`src/rtl/wb_host_master_pkg.sv`:
```
// Shared definitions for the host-side Wishbone master: FSM encoding,
// the abort read value and the register offsets that bring-up code pokes.
package wb_host_master_pkg;

   typedef enum logic [1:0] {
      ST_IDLE = 2'd0,
      ST_BUS  = 2'd1,
      ST_RESP = 2'd2
   } wb_state_e;

   localparam logic [31:0] BAD_FAB_AC            = 32'hBADFABAC;
   localparam logic [31:0] DEF_TIMEOUT_RD_VALUE  = BAD_FAB_AC;

   // Word offsets seen by the slave decoder on WBs_ADR[ADDRWIDTH_FAB_REG+1:2]
   localparam int          ADDRWIDTH_FAB_REG     = 7;
   localparam logic [6:0]  REG_ID                = 7'h00;
   localparam logic [6:0]  REG_MULT1_A           = 7'h04;
   localparam logic [6:0]  REG_QL_REV            = 7'h7F;

endpackage

```
`src/rtl/wb_host_master_ack_timer.sv`:
```
// Loadable up-counter that flags when the ACK wait has reached its last cycle.
module wb_ack_timer #(
   parameter int               WIDTH    = 8,
   parameter logic [WIDTH-1:0] TC_VALUE = 8'd254
) (
   input  logic clk,
   input  logic rst,
   input  logic load,
   input  logic en,
   output logic tc
);

   logic [WIDTH-1:0] cnt_q;

   always_ff @(posedge clk) begin
      if (rst) begin
         cnt_q <= '0;
      end else if (load) begin
         cnt_q <= '0;
      end else if (en) begin
         cnt_q <= cnt_q + 1'b1;
      end
   end

   assign tc = (cnt_q == TC_VALUE);

endmodule

```
`src/rtl/wb_host_master.sv`:
```
// Single-outstanding Wishbone master: turns a valid/ready command stream into
// one bus cycle at a time and reports data or an error on a response stream.
module wb_host_master
   import wb_host_master_pkg::*;
#(
   parameter int                   ADDRWIDTH          = 17,
   parameter int                   DATAWIDTH          = 32,
   parameter int                   TIMEOUT_CNTR_WIDTH = 8,
   parameter int                   TIMEOUT_CYCLES     = 255,
   parameter logic [DATAWIDTH-1:0] TIMEOUT_RD_VALUE   = DATAWIDTH'(DEF_TIMEOUT_RD_VALUE)
) (
   input  logic                 WB_CLK,
   input  logic                 WB_RST,
   input  logic                 cmd_valid_i,
   output logic                 cmd_ready_o,
   input  logic                 cmd_we_i,
   input  logic [ADDRWIDTH-1:0] cmd_adr_i,
   input  logic [3:0]           cmd_byte_stb_i,
   input  logic [DATAWIDTH-1:0] cmd_wr_dat_i,
   output logic                 rsp_valid_o,
   input  logic                 rsp_ready_i,
   output logic [DATAWIDTH-1:0] rsp_rd_dat_o,
   output logic                 rsp_err_o,
   output logic [ADDRWIDTH-1:0] WBs_ADR,
   output logic                 WBs_CYC,
   output logic                 WBs_STB,
   output logic                 WBs_WE,
   output logic                 WBs_RD,
   output logic [3:0]           WBs_BYTE_STB,
   output logic [DATAWIDTH-1:0] WBs_WR_DAT,
   input  logic [DATAWIDTH-1:0] WBs_RD_DAT,
   input  logic                 WBs_ACK,
   output logic                 busy_o
);

   wb_state_e              state_q, state_d;
   logic                   cmd_ready_q, cmd_ready_d;
   logic [ADDRWIDTH-1:0]   adr_q, adr_d;
   logic                   cyc_q, cyc_d, stb_q, stb_d, we_q, we_d, rd_q, rd_d;
   logic [3:0]             bstb_q, bstb_d;
   logic [DATAWIDTH-1:0]   wdat_q, wdat_d;
   logic                   rsp_valid_q, rsp_valid_d, rsp_err_q, rsp_err_d;
   logic [DATAWIDTH-1:0]   rsp_dat_q, rsp_dat_d;
   logic                   busy_q;
   logic                   timer_load, timer_tc;

   wb_ack_timer #(
      .WIDTH    (TIMEOUT_CNTR_WIDTH),
      .TC_VALUE (TIMEOUT_CNTR_WIDTH'(TIMEOUT_CYCLES - 1))
   ) u_ack_timer (
      .clk  (WB_CLK),
      .rst  (WB_RST),
      .load (timer_load),
      .en   (state_q == ST_BUS),
      .tc   (timer_tc)
   );

   always_ff @(posedge WB_CLK) begin
      if (WB_RST) begin
         state_q     <= ST_IDLE;
         cmd_ready_q <= 1'b0;
         adr_q       <= '0;
         cyc_q       <= 1'b0;
         stb_q       <= 1'b0;
         we_q        <= 1'b0;
         rd_q        <= 1'b0;
         bstb_q      <= '0;
         wdat_q      <= '0;
         rsp_valid_q <= 1'b0;
         rsp_err_q   <= 1'b0;
         rsp_dat_q   <= '0;
         busy_q      <= 1'b0;
      end else begin
         state_q     <= state_d;
         cmd_ready_q <= cmd_ready_d;
         adr_q       <= adr_d;
         cyc_q       <= cyc_d;
         stb_q       <= stb_d;
         we_q        <= we_d;
         rd_q        <= rd_d;
         bstb_q      <= bstb_d;
         wdat_q      <= wdat_d;
         rsp_valid_q <= rsp_valid_d;
         rsp_err_q   <= rsp_err_d;
         rsp_dat_q   <= rsp_dat_d;
         busy_q      <= (state_d != ST_IDLE);
      end
   end

   always_comb begin
      state_d     = state_q;
      cmd_ready_d = 1'b0;
      adr_d       = adr_q;
      cyc_d       = cyc_q;
      stb_d       = stb_q;
      we_d        = we_q;
      rd_d        = rd_q;
      bstb_d      = bstb_q;
      wdat_d      = wdat_q;
      rsp_valid_d = rsp_valid_q;
      rsp_err_d   = rsp_err_q;
      rsp_dat_d   = rsp_dat_q;
      timer_load  = 1'b0;

      unique case (state_q)
         ST_IDLE: begin
            cmd_ready_d = 1'b1;
            // cmd_ready_q gates acceptance so nothing is taken in the first cycle out of reset
            if (cmd_valid_i && cmd_ready_q) begin
               cmd_ready_d = 1'b0;
               timer_load  = 1'b1;
               if (cmd_we_i && (cmd_byte_stb_i == 4'h0)) begin
                  state_d     = ST_RESP;
                  rsp_valid_d = 1'b1;
                  rsp_err_d   = 1'b1;
                  rsp_dat_d   = '0;
               end else begin
                  state_d = ST_BUS;
                  cyc_d   = 1'b1;
                  stb_d   = 1'b1;
                  adr_d   = cmd_adr_i;
                  we_d    = cmd_we_i;
                  rd_d    = ~cmd_we_i;
                  bstb_d  = cmd_we_i ? cmd_byte_stb_i : 4'hF;
                  wdat_d  = cmd_we_i ? cmd_wr_dat_i : '0;
               end
            end
         end
         ST_BUS: begin
            // ACK takes priority over a timeout landing in the same cycle
            if (WBs_ACK || timer_tc) begin
               state_d     = ST_RESP;
               cyc_d       = 1'b0;
               stb_d       = 1'b0;
               we_d        = 1'b0;
               rd_d        = 1'b0;
               bstb_d      = 4'h0;
               rsp_valid_d = 1'b1;
               timer_load  = 1'b1;
               if (WBs_ACK) begin
                  rsp_err_d = 1'b0;
                  rsp_dat_d = we_q ? '0 : WBs_RD_DAT;
               end else begin
                  rsp_err_d = 1'b1;
                  rsp_dat_d = TIMEOUT_RD_VALUE;
               end
            end
         end
         ST_RESP: begin
            if (rsp_ready_i) begin
               state_d     = ST_IDLE;
               rsp_valid_d = 1'b0;
               cmd_ready_d = 1'b1;
            end
         end
         default: state_d = ST_IDLE;
      endcase
   end

   assign cmd_ready_o  = cmd_ready_q;
   assign WBs_ADR      = adr_q;
   assign WBs_CYC      = cyc_q;
   assign WBs_STB      = stb_q;
   assign WBs_WE       = we_q;
   assign WBs_RD       = rd_q;
   assign WBs_BYTE_STB = bstb_q;
   assign WBs_WR_DAT   = wdat_q;
   assign rsp_valid_o  = rsp_valid_q;
   assign rsp_err_o    = rsp_err_q;
   assign rsp_rd_dat_o = rsp_dat_q;
   assign busy_o       = busy_q;

endmodule

```
`config.mk`:
```
export PLATFORM = sky130hd
export DESIGN_NAME = wb_host_master
export DESIGN_NICKNAME = d
export VERILOG_FILES = /design/src/rtl/wb_host_master_pkg.sv /design/src/rtl/wb_host_master_ack_timer.sv /design/src/rtl/wb_host_master.sv
export SDC_FILE = /design/constraint.sdc
export NUM_CORES = 1
export LEC_CHECK = 0
export CAP_MARGIN = 25
export CORE_MARGIN = 3
export CORE_UTILIZATION = 43
export DETAILED_ROUTE_END_ITERATION = 7
export PLACE_DENSITY = 0.89
export SKIP_LAST_GASP = 1
export SLEW_MARGIN = 20
export SYNTH_ARGS = -nofsm -noshare
export SYNTH_HDL_FRONTEND = slang
export SYNTH_SLANG_ARGS = --single-unit
```
`constraint.sdc`:
```
create_clock -name WB_CLK -period 3 [get_ports WB_CLK]
set_clock_uncertainty 0.15 [all_clocks]
set_input_delay 0.6 -clock WB_CLK [delete_from_list [all_inputs] [get_ports WB_CLK]]
set_output_delay 0.6 -clock WB_CLK [all_outputs]
set_load 0.05 [all_outputs]
```
# Word level (Yosys, flattened, before mapping)
# Index checks and enable logic that the tools add are counted.
# totals
ff_bits,102
n_memories,0
in_bits,91
mem_bits_rw,0
latch_bits,0
mem_bits_ro,0
# classes
n_eq_ne,8
n_div,0
addsub,1
n_bitwise,2
n_mul,0
mux,41
n_lt_le_gt_ge,0
reduce_logical,13
n_shift,0
# ops
op,n
two-way mux 32 bit,6
case mux 32 bit (2 select lines),1
two-way mux 1 bit,17
two-way mux 4 bit,4
case mux 1 bit (2 select lines),6
"!= test 2 bit, second input constant",5
"adder 8 x 1 -> 8 bit, second input constant",1
"equality test 8 bit, second input constant",1
two-way mux 2 bit,4
case mux 4 bit (2 select lines),1
AND reduction 4 bit,2
case mux 2 bit (3 select lines),1
AND reduction 5 bit,1
zero test 4 bit,1
nonzero test 2 bit,2
case mux 1 bit (3 select lines),1
AND reduction 3 bit,1
nonzero test 3 bit,1
"equality test 2 x 1 -> 1 bit, second input constant",1
"equality test 2 bit, second input constant",1
logical AND 1 bit,2
zero test 2 bit,1
inverter 1 bit,2
OR reduction 2 bit,1
logical OR 1 bit,1

# Depth between registers and ports, before layout
# Gate-level depths: netlist (run 1).
# depth
ltp_word,6
mapped_depth,7

# Modules after synthesis
# Synthesis (run 1) repeated with hierarchy kept, for this count alone.
# unflattened
hier_cells,492
area_unflattened_um2,4021.4
# by_module_without_submodules
mod,n_inst,seq_area_each_um2,area_per_inst_um2,cells_per_inst
wb_host_master,1,1881.8,3653.5,450
wb_ack_timer,1,160.2,367.9,42

# Worst setup path after synthesis (run 1)
# OpenSTA, ideal clock, no wires.
# synth_timing
kind,input port to flip-flop
start,input cmd_we_i
end,register rsp_dat_q[10] (netlist: rsp_rd_dat_o[10])
n_path_buf,2
stages,6
t_required_ns,2.790
t_arrival_ns,1.745
setup_slack_ns,1.045
path_cell_list,buf_2 > nand2b_1 > and3b_4 > a211oi_4 > buf_6 > a22o_1
# synth_between
elab_chain_cells,3
# synth_rtl
element,line_no,text
start: declaration,wb_host_master.sv:16,"input logic cmd_we_i,"
logical AND 1 bit,wb_host_master.sv:112,if (cmd_we_i && (cmd_byte_stb_i == 4'h0)) begin
!= test 2 bit (no line),n/a,
AND reduction 4 bit (no line),n/a,
end signal: assignment,wb_host_master.sv:85,rsp_dat_q <= rsp_dat_d;
end: declaration,wb_host_master.sv:43,"logic [DATAWIDTH-1:0] rsp_dat_q, rsp_dat_d;"
# Every way passes these cells.
# A chain may end at the register's enable or synchronous reset.

# Worst setup path in the final report (run 1)
# layout_timing
start,input cmd_valid_i
end,register wdat_q[22] (netlist: WBs_WR_DAT[22])
# layout_between
elab_chain_cells,2
# layout_rtl
element,line_no,text
start: declaration,wb_host_master.sv:14,"input logic cmd_valid_i,"
logical AND 1 bit,wb_host_master.sv:109,if (cmd_valid_i && cmd_ready_q) begin
AND reduction 3 bit (no line),n/a,
end signal: assignment,wb_host_master.sv:82,wdat_q <= wdat_d;
end: declaration,wb_host_master.sv:41,"logic [DATAWIDTH-1:0] wdat_q, wdat_d;"
# Every way passes these cells.

==> results of run 1 <==
==> Yosys cell counts, types with 3 or more instances <==
| library cell | number | area (um^2) |
|---|---|---|
| xor2_1 | 3 | 26.28 |
| nor3_1 | 3 | 15.01 |
| buf_1 | 3 | 11.26 |
| dfxtp_1 | 102 | 2042 |
| clkbuf_1 | 21 | 78.83 |
| nand2_1 | 78 | 292.8 |
| buf_6 | 3 | 33.78 |
| a21oi_1 | 74 | 370.4 |
| o22ai_1 | 3 | 18.77 |
| inv_1 | 5 | 18.77 |
| xnor2_1 | 3 | 26.28 |
| nor2_1 | 16 | 60.06 |
| o21ai_0 | 3 | 15.01 |
| buf_2 | 6 | 30.03 |
| nand4_1 | 3 | 18.77 |
| nand3_1 | 36 | 180.2 |
| o2bb2ai_1 | 21 | 183.9 |
| o32ai_1 | 3 | 26.28 |
| a22o_1 | 11 | 96.34 |
==> worst register-to-register path: stages (launching register included) <==
cell and delay [ps]:
dfxtp_1 390, and4bb_4 430, o41a_2 760, nand3_1 210
a21oi_1 190
==> placed cells by master, fill, tap and decap left out, types with 5 or more instances in the layout <==
cell type and count:
clkdlybuf4s50_1 182, dfxtp_1 102, nand2_1 78, a21oi_1 74, nand3_1 36, o2bb2ai_1 21
nor2_1 16, a22o_1 11, clkbuf_8 9, buf_4 6, inv_1 5
==> where the power goes <==
| group | internal (mW) | leakage [nW] | switching, mW |
|---|---|---|---|
| clock | 0.385 | 0.0867 | 0.443 |
| combinational | 0.235 | 1.07 | 0.330 |
| sequential | 1.40 | 0.827 | 0.0299 |
==> area by class of cell <==
class	instances	area share
Clock buffer	12	0.02316
Clock inverter	3	0.007933
Inverter	5	0.003216
Multi-Input combinational cell	281	0.2691
Sequential cell	102	0.3499
Tap cell	105	0.02251
Timing Repair Buffer	190	0.3242
==> sequential cells by signal, indices dropped and copies added (netlist names) <==
name	flops
WBs_RD	1
busy_o	1
WBs_ADR	17
rsp_valid_o	1
WBs_STB	1
state_q	2
u_ack_timer.cnt_q	8
rsp_err_o	1
rsp_rd_dat_o	32
WBs_BYTE_STB	4
cmd_ready_o	1
WBs_WR_DAT	32
WBs_WE	1
==> per-layer routing <==
layer	GRT usage	up-vias	wire [um]
li1	-	1802	-
met1	0.2621	1757	4582
met2	0.3740	154	5499
met3	0.1008	15	1328
met4	0.08193	0	166
met5	0	-	0
==> how the worst min path moves through the flow <==
stage                                            startpoint                                end  slack [ps]  cells past startpoint
final                              WBs_ADR[15]$_SDFFE_PP0P_           WBs_ADR[15]$_SDFFE_PP0P_         310                      2
after floorplan           u_ack_timer.cnt_q[0]$_SDFFE_PP0P_  u_ack_timer.cnt_q[0]$_SDFFE_PP0P_         320                      2
after CTS                          WBs_ADR[15]$_SDFFE_PP0P_           WBs_ADR[15]$_SDFFE_PP0P_         310                      2
after global routing                WBs_ADR[9]$_SDFFE_PP0P_            WBs_ADR[9]$_SDFFE_PP0P_         330                      2
after global placement          WBs_WR_DAT[19]$_SDFFE_PP0P_        WBs_WR_DAT[19]$_SDFFE_PP0P_         290                      2
after detailed placement           WBs_ADR[15]$_SDFFE_PP0P_           WBs_ADR[15]$_SDFFE_PP0P_         300                      2
==> logic make-up after synthesis <==
| family | count (synthesis) |
|---|---|
| simple gates | 147 |
| compound gates | 126 |
| flops | 102 |
| buf+inv | 39 |
| xor+xnor | 6 |
| fa+ha+maj | 2 |
==> through the flow <==
stage	util	power [mW]	setup WS, ps
2_1_floorplan	-	1.775	1045
3_3_place_gp	0.6746	2.015	292.8
3_5_place_dp	0.6746	2.027	196.1
4_1_cts	0.6962	2.846	584.6
5_1_grt	0.6962	2.949	438.8
6_report	0.6962	2.824	596.5
==> results by group, run 1 <==
Outcome
  • Status: finished, final reports clean

Final layout
  • Finished Layout Cells: 698
  • P&R area growth vs syn: 54.13%
  • Fill cell count: 661
  • Layout cells sized above 1: 0.04553
  • Final instance area: 5836 um^2
  • Ant diodes: 0
  • Multi-input gate area: 1570 um^2
  • Storage element area: 2042 um^2
  • Nets: 682

Floorplanning
  • Starting density of the core: 0.4517
  • Core box area: 8382 um^2
  • Die height: 99.84 um
  • Die X: 99.84 um
  • Die area: 9967 um^2
  • IO Count: 184
  • Number of core rows: 33

Run
  • Max-cap viol count: 0

Place
  • Final GP Congestion: 0.7884
  • Placed cell areas: 5654 um^2
  • PortBufs: 183
  • Placed cell count: 683
  • DP Wirelength: 8428 um

STA
  • Final setup fails: 0
  • FMAX: 416.1 MHz
  • Least-Margin Pin Slew: 885.9 ps
  • Relative slew margins: 0.4094
  • Post-route minimum period: 2403 ps
  • Hold slack: 307.9 ps
  • Hold Vio Cnt, Final: 0
  • RSZ-0062 raised after global routing: no
  • Final worst path period share: 0.8012
  • Final Max Tran Viols: 0
  • Final setup TNS: 0 ps

Min path
  • Hold Path Class: reg -> reg

Worst setup path
  • Type of the worst setup path: in -> reg
  • CP max stage delay: 750 ps
  • CP delay by family, top: compound AO/OA/AOI/OAI gates
  • FF-to-FF End: WBs_WR_DAT[22]$_SDFFE_PP0P_
  • Critical Path, Cell by Cell: clkdlybuf4s50_1, and4bb_4, o41a_2, nand3_1, a21oi_1
  • Worst flop-to-flop path startpoint: state_q[1]$_SDFF_PP0_
  • Arr. time, crit path: 2550 ps
  • CP Launch Point: cmd_valid_i
  • Reg2reg path depth: 4
  • Critical path's slowest cell: o41a_2
  • CP Max Fanout: 50
  • CP endpoint: WBs_WR_DAT[22]$_SDFFE_PP0P_
  • Critical path data required time: 3140 ps
  • Startpoint Class: input pin
  • Nature of the critical path endpoint: flip-flop
  • Levels on crit path: 5
  • Internal reg-to-reg setup slack: 810 ps
  • Worst Path Buf+Inv: 1

GRT
  • Largest net degree at the start of global routing: 54
  • GRT overflow: 0
  • Vias in the first global route: 3,812
  • First-pass GRT wire length: 18,240 um
  • Initial antenna violation count: 0
  • Global router's overall resource usage: 0.2273

Route
  • Starting DRT DRC Count: 99
  • Vias per cell: 5.341
  • Post-Route WL: 11,580 um
  • Vias: 3,728
  • Post-route DRC: 0
  • Post-DR wirelength/cell: 16.58 um
  • Pre-antenna DRT Iters: 4
  • DRT antenna net count: 0

Synth
  • Syn Std Cell Area: 3786 um^2
  • Combinational family with the most area after synthesis: compound AO/OA/AOI/OAI gates
  • Synth cell types: 38
  • Syn Nets: 515
  • Post-synthesis instance total: 422
  • Synth warnings: 0
  • Simple-gate share of the synthesized area: 0.1735
  • Syn Area/Cell: 8.972 um^2
  • Main synth FF type: dfxtp_1
  • Synth Area in Compound Gates: 0.2191
  • Number of synthesized flops with an enable pin: 0
  • Adder-cell area share of the yosys netlist: 0.006609
  • Mux contribution to synthesized area: 0
  • XOR/XNOR share of the synthesized area: 0.01388
  • Sequential share of the synthesized area: 0.5393
  • Fraction of registers with async set/reset: 0
  • Register bit count reported by yosys: 102

Clock tree
  • H-tree Lvls: 3
  • # Post-CTS Setup Buffers: 0
  • Hold-fix buffers, CTS: 0
  • CTS tree: done
  • Sink Count: 102
  • CTS Buf Count: 9
  • Clk buf depth: 2
  • Root buffer cell: clkbuf_8
  • CTS resizes: 0
  • Worst-skew pair later-pin latency: 360 ps
  • Clock slew at reported path FFs: 90 ps

Pwr
  • Pleak: 1.983 nW
  • PwrDens: 484.0 nW/um^2
  • Maximum vdd drop: 0.3204 mV
Note: power is estimated with default switching activity, not from simulation.
==> run 2, diff against run 1 <==
CORE_UTILIZATION = 36   (was 43)
PLACE_DENSITY = 0.8   (was 0.89)
clock period = 2.1 ns   (was 3 ns; I/O delays follow)
==> run 2 against run 1 <==
Compared with the run above:
- power grew 43%
- die area grew 18%
- global-route usage shrank 4.2 points
- clock-buffer cell count shrank 2
- setup slack lost 560 ps
- final cell count grew 5.6%
- non-clock buffer count grew 10
- register-to-register slack lost 560 ps
- utilization shrank 9.8 points
- first-iteration DRC count grew to 2.6 times the previous value
- critical path type is now reg -> out
- critical endpoint is now WBs_WR_DAT[31]
==> results by group, run 2 (same netlist as run 1, synthesis figures left out) <==
STA
  • Final worst path period share: 0.9807
  • Final Max Tran Viols: 0 (unchanged)
  • Hold Vio Cnt, Final: 0 (unchanged)
  • Final setup TNS: 0 ps (unchanged)
  • Post-route minimum period: 2060 ps
  • Final worst slack: 40.48 ps (-556.1 ps)
  • FMAX: 485.5 MHz
  • Final setup fails: 0 (unchanged)
  • Relative slew margins: 0.5814 (+0.1720)
  • Least-Margin Pin Slew: 627.9 ps (-258.0 ps)
  • RSZ-0062 raised after global routing: no

Floorplanning
  • Starting density of the core: 0.3786 (-0.07308)
  • Number of core rows: 36 (+9.1%)
  • IO Count: 184 (unchanged)
  • Die X: 108.6 um (+8.7%)
  • Core box area: 10000 um^2 (+19%)
  • Die height: 108.6 um (+8.7%)
  • Die area: 11,780 um^2 (+18%)

GRT
  • First-pass GRT wire length: 17,710 um (-2.9%)
  • Global router's overall resource usage: 0.1856 (-0.04174)
  • Vias in the first global route: 3,638 (-4.6%)
  • Initial antenna violation count: 0 (unchanged)
  • GRT overflow: 0 (unchanged)
  • Largest net degree at the start of global routing: 60 (+11%)

Worst setup path
  • CP Max Fanout: 2 (-96%)
  • Startpoint Class: flip-flop
  • Type of the worst setup path: reg -> out
  • Critical path's slowest cell: clkdlybuf4s50_1
  • Worst Path Buf+Inv: 1 (unchanged)
  • FF-to-FF End: rsp_rd_dat_o[24]$_SDFFE_PP0P_
  • Critical Path, Cell by Cell: clkdlybuf4s50_1
  • Levels on crit path: 1 (-4)
  • Reg2reg path depth: 7 (+3)
  • Critical path data required time: 1530 ps (-1610 ps)
  • Worst flop-to-flop path startpoint: u_ack_timer.cnt_q[0]$_SDFFE_PP0P_
  • Internal reg-to-reg setup slack: 250 ps (-560 ps)
  • CP delay by family, top: buffers and inverters
  • CP max stage delay: 820 ps (+70 ps)
  • Arr. time, crit path: 1490 ps (-1060 ps)
  • Nature of the critical path endpoint: primary output

Final layout
  • Final core occ: 0.5980 (-0.09825)
  • Nets: 692 (+1.5%)
  • Final instance area: 5979 um^2 (+2.5%)
  • Most frequent cells in the layout: 102 x dfxtp_1, 91 x clkdlybuf4s50_1, 78 x nand2_1
  • P&R area growth vs syn: 57.93%
  • Commonest non-fill, non-tap cell in the layout: dfxtp_1
  • Fill cell count: 875 (+32%)
  • Layout cells sized above 1: 0.09272 (+0.04718)
  • Ant diodes: 0 (unchanged)

Outcome
  • Status: finished, final reports clean

Route
  • Post-DR wirelength/cell: 15.38 um (-7.3%)
  • Post-Route WL: 11,330 um (-2.1%)
  • Pre-antenna DRT Iters: 4 (unchanged)
  • Post-route DRC: 0 (unchanged)
  • Starting DRT DRC Count: 259 (+160%)
  • Vias per cell: 5.077 (-4.9%)
  • DRT antenna net count: 0 (unchanged)
  • Vias: 3,742 (+0.38%)

Clock tree
  • Clk buf depth: 2 (unchanged)
  • Sink Count: 102 (unchanged)
  • Worst-skew pair later-pin latency: 350 ps (about the same)
  • CTS Buf Count: 9 (unchanged)
  • CTS tree: done
  • Clock slew at reported path FFs: 90 ps (about the same)
  • Root buffer cell: clkbuf_8
  • Hold-fix buffers, CTS: 0 (unchanged)
  • H-tree Lvls: 3 (unchanged)

Pwr
  • PwrDens: 673.7 nW/um^2 (+39%)
  • Switch Pwr: 1.215 mW (+51%)
  • Combinational share of power: 0.200 (about the same)
  • Pint: 2.814 mW (+39%)
  • Maximum vdd drop: 0.4574 mV (+43%)
  • Sequential power share: 0.507 (about the same)
  • Pleak: 2.944 nW (+48%)
  • Power Total: 4.028 mW (+43%)
  • Clock group share of total power: 0.293 (about the same)
  • Switching fraction of total power: 0.3015 (+0.01701)

Min path
  • HP Start: WBs_WR_DAT[1]$_SDFFE_PP0P_
  • Hold Path Class: reg -> reg
  • WHS Endpoint: WBs_WR_DAT[1]$_SDFFE_PP0P_
  • Hold path depth: 2 (unchanged)

Place
  • Final GP Congestion: 0.7265 (-7.9%)
  • Pre-CTS setup slack: -166.2 ps (-362.3 ps)
  • PortBufs: 183 (unchanged)
  • Placed cell areas: 5739 um^2 (+1.5%)
  • DP Wirelength: 8128 um (-3.6%)

Run
  • Max-cap viol count: 0 (unchanged)
==> run 2: changes by cell type in the layout (fill, tap and decap cells not counted) <==
cell,delta
clkbuf_1,-3
dlygate4sd2_1,+37
dlymetal6s2s_1,+39
buf_4,+24
inv_6,+3
buf_12,+1
clkdlybuf4s50_1,-91
clkinv_4,+1
bufinv_16,-1
clkbuf_8,+1
==> run 2: worst max-delay path by stage <==
stage | endpoint | start | slack (ps)
floorplan | rsp_rd_dat_o[10]$_SDFFE_PP0P_ | cmd_ready_o$_SDFF_PP0_ | 190
global placement | rsp_rd_dat_o[14]$_SDFFE_PP0P_ | cmd_byte_stb_i[1] | -120
detailed placement | WBs_WR_DAT[7]$_SDFFE_PP0P_ | cmd_we_i | -170
CTS | WBs_WR_DAT[24] | WBs_WR_DAT[24]$_SDFFE_PP0P_ | 0.2
global route | WBs_WR_DAT[5] | WBs_WR_DAT[5]$_SDFFE_PP0P_ | 2
finish | WBs_WR_DAT[31] | WBs_WR_DAT[31]$_SDFFE_PP0P_ | 40
==> run 2: final cells by class <==
class | count | area (um^2) | area share
Clock buffer | 10 | 137.6 | 0.02302
Clock inverter | 6 | 51.30 | 0.008579
Inverter | 5 | 18.77 | 0.003139
Multi-Input combinational cell | 281 | 1570 | 0.2626
Sequential cell | 102 | 2042 | 0.3415
Tap cell | 133 | 166.4 | 0.02783
Timing Repair Buffer | 200 | 1993 | 0.3333
==> run 2: per-layer routing <==
| layer | global-route usage | vias up | part of all wire |
|---|---|---|---|
| li1 | - | 1831 | - |
| met1 | 0.2231 | 1736 | 0.41 |
| met2 | 0.3160 | 162 | 0.48 |
| met3 | 0.06507 | 13 | 0.10 |
| met4 | 0.04779 | 0 | 0.013 |
| met5 | 0 | - | 0 |
==> run 2: timing repair <==
action	CTS	global route
gates resized for setup	37	39
pin swaps	0	0
buffers inserted	0	0
setup endpoints to repair	37	39
==> run 2: stage by stage <==
step,hold slack [ps],cells
floorplan,324.1,422
global placement,287.5,721
detailed placement,295.5,721
CTS,308.9,737
global route,324.8,737
finish,301.4,737
==> run 2: power by group through the flow <==
stage | registers, mW | logic [mW] | clock network [mW]
final | 2.04 | 0.804 | 1.18
after CTS | 2.04 | 0.810 | 1.23
after detailed placement | 2.09 | 0.821 | 0
after global routing | 2.05 | 0.853 | 1.30
after global placement | 2.09 | 0.811 | 0
after floorplan | 2.31 | 0.226 | 0
==> run 3, diff against run 2 <==
clock period = 1.7 ns   (was 2.1 ns; I/O delays follow)
==> run 3 against run 2 <==
Compared with the run above:
- the flow now finishes with violations (negative setup slack)
- non-clock buffer count increased by 38
- first-iteration DRC count increased by 6.2%
- design area increased by 31%
- wire length increased by 36%
- global-route usage increased by 3.4 points
- final cell count increased by 5.2%
- die area unchanged
- setup slack got worse by 95 ps
- sequential cell count unchanged
- via count increased by 10%
- critical path type is now reg -> reg
==> results by group, run 3 (same netlist as run 1, synthesis figures left out) <==
Clock tree
  • CTS Buf Count: 9 (unchanged)
  • CTS tree: done
  • Root buffer cell: clkbuf_8
  • Clock slew at reported path FFs: 100 ps (about the same)
  • Hold-fix buffers, CTS: 0 (unchanged)
  • Clk buf depth: 2 (unchanged)
  • Sink Count: 102 (unchanged)
  • Worst-skew pair later-pin latency: 370 ps (+20 ps)
  • H-tree Lvls: 3 (unchanged)

Final layout
  • Finished Layout Cells: 775 (+5.2%)
  • Layout cells sized above 1: 0.3832 (+0.2905)
  • Final instance area: 7845 um^2 (+31%)
  • Ant diodes: 0 (unchanged)
  • Most frequent cells in the layout: 97 x buf_12, 96 x dfxtp_1, 83 x clkdlybuf4s50_1
  • P&R area growth vs syn: 107.2%
  • Final core occ: 0.7845 (+0.1866)
  • Commonest non-fill, non-tap cell in the layout: buf_12
  • Fill cell count: 609 (-30%)
  • Nets: 730 (+5.5%)

Pwr
  • Maximum vdd drop: 0.5710 mV (+25%)
  • Power Total: 5.682 mW (+41%)
  • Pleak: 2.912 nW (-1.1%)
  • PwrDens: 724.3 nW/um^2 (+7.5%)

Worst setup path
  • Type of the worst setup path: reg -> reg
  • Arr. time, crit path: 1920 ps (+430 ps)
  • Startpoint Class: flip-flop
  • CP Max Fanout: 8 (+6)
  • Nature of the critical path endpoint: flip-flop
  • Critical path data required time: 1860 ps (+330 ps)

Outcome
  • Status: finished with violations
  • Failing checks: negative setup slack

Route
  • Starting DRT DRC Count: 275 (+6.2%)
  • Post-Route WL: 15,470 um (+36%)
  • Vias: 4,120 (+10%)
  • Vias per cell: 5.316 (+4.7%)
  • DRT antenna net count: 0 (unchanged)
  • Pre-antenna DRT Iters: 4 (unchanged)
  • Post-route DRC: 0 (unchanged)
  • Post-DR wirelength/cell: 19.96 um (+30%)

STA
  • FMAX: 569.8 MHz
  • Final worst slack: -54.98 ps (-95.45 ps)
  • Post-route minimum period: 1755 ps
  • Hold slack: 239.9 ps (-61.52 ps)
  • RSZ-0062 raised after global routing: yes
  • Relative slew margins: 0.7347 (+0.1534)
  • Final worst path period share: 1.032
  • Least-Margin Pin Slew: 397.9 ps (-230.0 ps)
  • Final setup fails: 35 (+35)
  • Hold Vio Cnt, Final: 0 (unchanged)
  • Final setup TNS: -767.4 ps (-767.4 ps)
  • Final Max Tran Viols: 0 (unchanged)

Place
  • Final GP Congestion: 0.8102 (+12%)
  • Pre-CTS setup slack: -496.5 ps (-330.3 ps)
  • DP Wirelength: 9368 um (+15%)
  • PortBufs: 183 (unchanged)
  • Placed cell count: 731 (+1.4%)
  • Placed cell areas: 6812 um^2 (+19%)

Floorplanning
  • IO Count: 184 (unchanged)
  • Die area: 11,780 um^2 (unchanged)
  • Number of core rows: 36 (unchanged)
  • Core box area: 10000 um^2 (unchanged)
  • Starting density of the core: 0.3786 (unchanged)
  • Die height: 108.6 um (unchanged)
  • Die X: 108.6 um (unchanged)

GRT
  • Largest net degree at the start of global routing: 43 (-28%)
  • Initial antenna violation count: 0 (unchanged)
  • Global router's overall resource usage: 0.2197 (+0.03413)
  • GRT overflow: 0 (unchanged)
  • Vias in the first global route: 3,981 (+9.4%)
  • First-pass GRT wire length: 20,360 um (+15%)

Run
  • Max-cap viol count: 0 (unchanged)

Min path
  • Hold Path Class: in -> reg
[run 3: cell count changes in the layout (fill, tap and decap cells not counted), moves of 10 or more]
cell | previous run | this run
buf_12 | 2 | 97
o2bb2ai_1 | 21 | 11
a21oi_1 | 74 | 55
buf_6 | 0 | 11
a21oi_2 | 0 | 19
dlymetal6s2s_1 | 39 | 1
nand2_4 | 0 | 15
nand2_1 | 78 | 54
dlygate4sd2_1 | 37 | 4
[run 3: layout make-up]
type / count / area (um^2) / area share
Clock buffer: 9 / 123.9 / 0.01579
Clock inverter: 7 / 81.33 / 0.01037
Inverter: 5 / 18.77 / 0.002392
Multi-Input combinational cell: 281 / 1948 / 0.2483
Sequential cell: 102 / 2052 / 0.2616
Tap cell: 133 / 166.4 / 0.02121
Timing Repair Buffer: 238 / 3455 / 0.4404
[run 3: metal layers]
metal  up-vias  wire [um]  global-route usage
met5         -          0                   0
met4         0        330             0.06673
met3        26       1467             0.09672
met2       201       8120              0.3919
met1      1982       5550              0.2327
li1       1911          -                   -
[run 3: what timing repair did]
action | in CTS | in global routing
resized for setup | 16 | 100
setup buffers | 6 | 5
gates cloned | 2 | 16
pin swaps | 3 | 27
endpoints found under the setup margin | 89 | 95
[run 3: worst paths after layout]
kind	from	slack, ps	to	depth (start not counted)
hold reg to reg	WBs_WR_DAT[2]$_SDFFE_PP0P_	350	WBs_WR_DAT[2]$_SDFFE_PP0P_	2
setup / recovery	state_q[0]$_SDFF_PP0_	-50	rsp_rd_dat_o[0]$_SDFFE_PP0P_	5
hold / removal	cmd_we_i	240	WBs_BYTE_STB[1]$_SDFFE_PP0P_	4
setup reg to reg	state_q[0]$_SDFF_PP0_	-50	rsp_rd_dat_o[0]$_SDFFE_PP0P_	5
[run 3: power by group]
| part | switching (mW) | internal (mW) |
|---|---|---|
| Clock | 0.902 | 0.699 |
| Sequential | 0.105 | 2.48 |
| Combinational | 0.727 | 0.774 |
[run 3: critical path, stage by stage (launching register included)]
cell and delay (ps):
dfxtp_1 380, and4bb_4 220, and3b_4 200, a211oi_4 280
bufbuf_16 320, a22o_1 140
